<file path="src/rtl/matmul_scheduler.sv">
// Sequences (A row, B col) pairs in row-major order: request each pair from the loader,
// wait for its data, then launch the compute unit and wait for the result.
module matmul_scheduler #(
  parameter int MAX_SIZE_A = 32,
  parameter int MAX_SIZE_B = 32,
  parameter int TIMEOUT    = 64,
  parameter int MAX_RETRY  = 3
) (
  input  logic                          clk,
  input  logic                          rst,
  input  logic                          complete,
  input  logic [$clog2(MAX_SIZE_A):0]   rows_a,
  input  logic [$clog2(MAX_SIZE_B):0]   cols_b,
  output logic                          req_valid,
  output logic [$clog2(MAX_SIZE_A)-1:0] req_row,
  output logic [$clog2(MAX_SIZE_B)-1:0] req_col,
  input  logic                          data_valid,
  input  logic [$clog2(MAX_SIZE_A)-1:0] data_row,
  input  logic [$clog2(MAX_SIZE_B)-1:0] data_col,
  output logic                          calc_start,
  output logic [$clog2(MAX_SIZE_A)-1:0] calc_row,
  output logic [$clog2(MAX_SIZE_B)-1:0] calc_col,
  input  logic                          calc_done,
  output logic                          busy,
  output logic                          done,
  output logic                          error
);
  // state | meaning
  // IDLE  | waiting for a complete edge (error may be held)
  // REQ   | one-cycle request of the current pair
  // WAIT  | waiting for the loader to echo the pair, timing out into a retry
  // CALC  | compute unit running on the current pair
  // DONE  | all pairs computed, done held
  localparam logic [2:0] ST_IDLE = 3'd0;
  localparam logic [2:0] ST_REQ  = 3'd1;
  localparam logic [2:0] ST_WAIT = 3'd2;
  localparam logic [2:0] ST_CALC = 3'd3;
  localparam logic [2:0] ST_DONE = 3'd4;

  localparam int RW  = $clog2(MAX_SIZE_A);
  localparam int CW  = $clog2(MAX_SIZE_B);
  localparam int RDW = RW + 1;
  localparam int CDW = CW + 1;
  localparam int TW  = $clog2(TIMEOUT + 1);
  localparam int NW  = $clog2(MAX_RETRY + 1);

  localparam logic [RDW-1:0] ROWS_MAX = RDW'(MAX_SIZE_A);
  localparam logic [CDW-1:0] COLS_MAX = CDW'(MAX_SIZE_B);
  localparam logic [TW-1:0]  T_LAST   = TW'(TIMEOUT - 1);
  localparam logic [NW-1:0]  R_MAX    = NW'(MAX_RETRY);

  logic [2:0]     state;
  logic           complete_q;
  logic [RDW-1:0] rows_lat;
  logic [CDW-1:0] cols_lat;
  logic [RW-1:0]  row;
  logic [CW-1:0]  col;
  logic [TW-1:0]  timer;
  logic [NW-1:0]  retry;

  logic start_evt;
  logic dims_bad;
  logic match;
  logic row_last;
  logic col_last;

  assign start_evt = complete && !complete_q;
  assign dims_bad  = (rows_a == '0) || (cols_b == '0) ||
                     (rows_a > ROWS_MAX) || (cols_b > COLS_MAX);
  assign match     = data_valid && (data_row == row) && (data_col == col);
  assign row_last  = ({1'b0, row} == rows_lat - RDW'(1));
  assign col_last  = ({1'b0, col} == cols_lat - CDW'(1));

  always_ff @(posedge clk) begin
    if (rst) begin
      state      <= ST_IDLE;
      complete_q <= 1'b0;
      rows_lat   <= '0;
      cols_lat   <= '0;
      row        <= '0;
      col        <= '0;
      timer      <= '0;
      retry      <= '0;
      calc_start <= 1'b0;
      done       <= 1'b0;
      error      <= 1'b0;
    end else begin
      complete_q <= complete;
      calc_start <= 1'b0;
      case (state)
        ST_IDLE, ST_DONE: begin
          if (start_evt) begin
            rows_lat <= rows_a;
            cols_lat <= cols_b;
            row      <= '0;
            col      <= '0;
            timer    <= '0;
            retry    <= '0;
            done     <= 1'b0;
            error    <= dims_bad;
            state    <= dims_bad ? ST_IDLE : ST_REQ;
          end
        end
        ST_REQ: begin
          timer <= '0;
          state <= ST_WAIT;
        end
        ST_WAIT: begin
          // a match on the final wait cycle takes priority over the retry
          if (match) begin
            calc_start <= 1'b1;
            state      <= ST_CALC;
          end else if (timer == T_LAST) begin
            if (retry < R_MAX) begin
              retry <= retry + NW'(1);
              state <= ST_REQ;
            end else begin
              error <= 1'b1;
              state <= ST_IDLE;
            end
          end else begin
            timer <= timer + TW'(1);
          end
        end
        ST_CALC: begin
          if (calc_done) begin
            retry <= '0;
            if (row_last && col_last) begin
              done  <= 1'b1;
              state <= ST_DONE;
            end else begin
              state <= ST_REQ;
              if (col_last) begin
                col <= '0;
                row <= row + RW'(1);
              end else begin
                col <= col + CW'(1);
              end
            end
          end
        end
        default: state <= ST_IDLE;
      endcase
    end
  end

  assign req_valid = (state == ST_REQ);
  assign req_row   = row;
  assign req_col   = col;
  assign calc_row  = row;
  assign calc_col  = col;
  assign busy      = (state == ST_REQ) || (state == ST_WAIT) || (state == ST_CALC);

endmodule
</file>
<file path="config.mk">
export PLATFORM = sky130hd
export DESIGN_NAME = matmul_scheduler
export DESIGN_NICKNAME = d
export VERILOG_FILES = /design/src/rtl/matmul_scheduler.sv
export SDC_FILE = /design/constraint.sdc
export NUM_CORES = 1
export LEC_CHECK = 0
export BUFFER_PORTS_ARGS = -buffer_cell sky130_fd_sc_hd__buf_2
export CORE_ASPECT_RATIO = 1.25
export CORE_MARGIN = 2
export CORE_UTILIZATION = 35
export DETAILED_ROUTE_END_ITERATION = 8
export GPL_TIMING_DRIVEN = 0
export HOLD_SLACK_MARGIN = 0.12
export SETUP_SLACK_MARGIN = 0.5
export SYNTH_ARGS = -nofsm -noshare
export SYNTH_HDL_FRONTEND = slang
export SYNTH_SLANG_ARGS = --single-unit
</file>
<file path="constraint.sdc">
create_clock -name clk -period 1.8 [get_ports clk]
set_input_delay 0.18 -clock clk [delete_from_list [all_inputs] [get_ports clk]]
set_output_delay 0.18 -clock clk [all_outputs]
set_load 0.05 [all_outputs]
</file>
==> flow_summary.ini <==
[yosys]
synth_area_sq_um = 2346
synth_seq_area_share_pct = 32.43
synth_area_leaders = dfxtp_1 32%, xnor2_1 6.7%, nand2_1 5.1%
synth_edf_count = 0
syn_avg_cell_area_sq_um = 8.118
synth.distinct_cells = 54
async_flop_share_pct = 0
synth_seq_cells = 38
syn_inst = 289
synthFlopType = dfxtp_1
syn_nets = 322
synth_warnings = 0
synth_top_area_share_pct = 32.43
synth_top_area_cell = dfxtp_1

[sta]
worst_clock_skew_ns = 0.005100
relSlewSlack_pct = 64.51
min_period_ns = 1.889
timing.fmax_ghz = 0.5295
hold_viol_final = 0
report.final.setup_viol = 11
worst_pin_slew_ns = 0.5323
rsz0062_at_grt = true
setup_ws_ns = -0.08862
period_share_pct = 104.9
fin_tns_setup_ns = -0.2865
slew_viol_final = 0

[global_routing]
antenna_found_initial = 0
grt_max_degree = 12
grt_use_met3_pct = 3.125
grtUsageMet2_pct = 33.91
track_usage_pct = 19.03
busiest_layer = met2
grt_pass1_wl_um = 11120
use_met1_pct = 23.25
grt_overflow = 0
grt_pass1_vias = 2323

[routing]
dr.pass1.iters = 4
wl_per_cell_um = 14.34
antenna_left = 0
vias = 2385
drtIter0Drc = 121
viasPerCell = 5.042
route.detailed.drc = 0
wl_um = 6781

[power]
p_comb_share_pct = 25.0
intPower_mw = 1.402
p_clk_share_pct = 30.6
p_total_mw = 1.984
seqPwrFrac_pct = 44.4
swShare_pct = 29.36
power.density_nw_per_um2 = 531.4
ir_drop_v = 0.0003826
p_sw_mw = 0.5824
leakage_nw = 1.557

[finish]
final_common_cell = buf_4
syn_to_final_growth_pct = 59.15
most-common-layout-cells = 45 x buf_4, 41 x buf_2, 32 x nand2_1
final_cells = 473
nets = 418
nFillCells = 591
finish.utilization_pct = 57.23
drive_above_1_share_pct = 51.04
antenna_cells = 0

[critical_path]
cp.arrival_ns = 2.07
reg2reg_to = state[0]
regToRegSetupSlack_ns = -0.09
setup.worst_path.end_class = register
crit_required_ns = 1.98
r2r_start = cols_lat[0]
critPathMaxFanout = 4
critPathKind = register to register
ff2ff_path_depth = 8
start_kind = register

[placed_design]
io_buffers = 50
dp_cells = 426
dpl.hpwl_um = 4401
gp_congestion = 0.8260

[floorplanning]
coreArea_sq_um = 6524
fp.dieH_um = 95.54
rows = 33
start_util_pct = 35.96
die_x_um = 77.23
dieArea_sq_um = 7378
ioPinCount = 52

[cts]
cts_made_buffers = 5
cts_num_sinks = 38
worstSkewPairLatency_ns = 0.29
hold_buffers = 0
clkTransAtPathRegs_ns = 0.08
htree_levels = 2
tritoncts = yes
cts_root_buf = clkbuf_8
cts.path.max_buffers = 2

[status]
status = complete, but fails checks
violations = negative setup slack

[run]
max_cap_viol_count = 0

[worst_hold_path]
hp-class = primary input to register
hold_start = cols_b[1]
hold_depth = 3
hold-path-endpoint = cols_lat[1]
stage by stage:
stage | hold WS [ns] | worst slack (ns) | instance area, sq um
2_1_floorplan | 0.3082 | -0.006937 | 2470
3_3_place_gp | 0.4375 | -0.1728 | 2829
3_5_place_dp | 0.4389 | -0.1924 | 2829
4_1_cts | 0.1210 | -0.06675 | 3518
5_1_grt | 0.1316 | -0.1685 | 3734
6_report | 0.1291 | -0.08862 | 3734
timing repair:
item / in CTS / in global routing
resized for setup: 73 / 25
cloned: 1 / 0
endpoints found under the setup margin: 37 / 44
buffers inserted: 27 / 11
pin swaps: 17 / 18
registers in the layout, summed over array words and instances, names as in the netlist:
signal	count
state	3
timer	7
cols_lat	6
retry	2
calc_start	1
error	1
rows_lat	6
done	1
complete_q	1
calc_row	5
calc_col	5
power by group through the flow:
| stage | sequential, mW | combinational [mW] | clock, mW |
|---|---|---|---|
| finish | 0.881 | 0.496 | 0.607 |
| global placement | 0.901 | 0.332 | 0 |
| floorplan | 0.911 | 0.231 | 0 |
| CTS | 0.879 | 0.449 | 0.635 |
| detailed placement | 0.901 | 0.335 | 0 |
| global route | 0.885 | 0.538 | 0.666 |
cells by family after synthesis:
family	after synthesis	synth area share, %
muxes	5	2.240
AOI/OAI and AO/OA	53	17.65
xor gates and xnor gates	28	10.45
buffers and inverters	37	8.053
DFF	38	32.43
adders and majority gates	6	3.200
and+or+nand+nor	122	25.97
synthesized netlist by cell type (4+ instances only):
library cell / count
a21oi_1: 15
a2bb2oi_1: 5
buf_4: 10
clkbuf_1: 6
dfxtp_1: 38
ha_1: 6
inv_1: 16
nand2_1: 32
nand3_1: 14
nand4_1: 6
nor2_1: 31
nor2b_1: 6
nor3_1: 10
nor4_1: 4
o21ai_0: 4
xnor2_1: 18
xor2_1: 10
layout make-up:
type                            count  area (sq um)  area share [%]
Clock buffer                        7         86.33           2.312
Clock inverter                      1         5.005          0.1340
Timing Repair Buffer               89         665.6           17.83
Inverter                           16         60.06           1.609
Sequential cell                    38         809.5           21.68
Tap cell                           87         108.9           2.916
Multi-Input combinational cell    214          1810           48.49
Buffer                             21         187.7           5.027
layer usage:
layer  share of wire [%]  wire length (um)  up-vias
met5                   0                 0        -
met3                 2.8               189        6
met2                  52              3527       47
li1                    -                 -     1200
met4                 1.6               108        0
met1                  44              2954     1132
worst max path at each step:
stage	startpoint	slack, ns	depth (start not counted)	end
6_report	cols_lat[0]	-0.09	8	state[0]
3_3_place_gp	cols_lat[0]	-0.17	8	state[0]
5_1_grt	cols_lat[0]	-0.17	8	state[0]
2_1_floorplan	cols_lat[0]	-0.007	8	state[0]
3_5_place_dp	calc_col[0]	-0.19	6	timer[0]
4_1_cts	rows_lat[1]	-0.07	8	state[0]
critical path: stages (launching register included):
cell	delay, ns
dfxtp_4	0.36
inv_2	0.04
ha_4	0.15
and2_4	0.16
o21a_1	0.20
o31ai_4	0.26
and4bb_4	0.33
o2bb2ai_2	0.07
o211a_1	0.21
No activity file was read; power rests on OpenSTA's default activity.
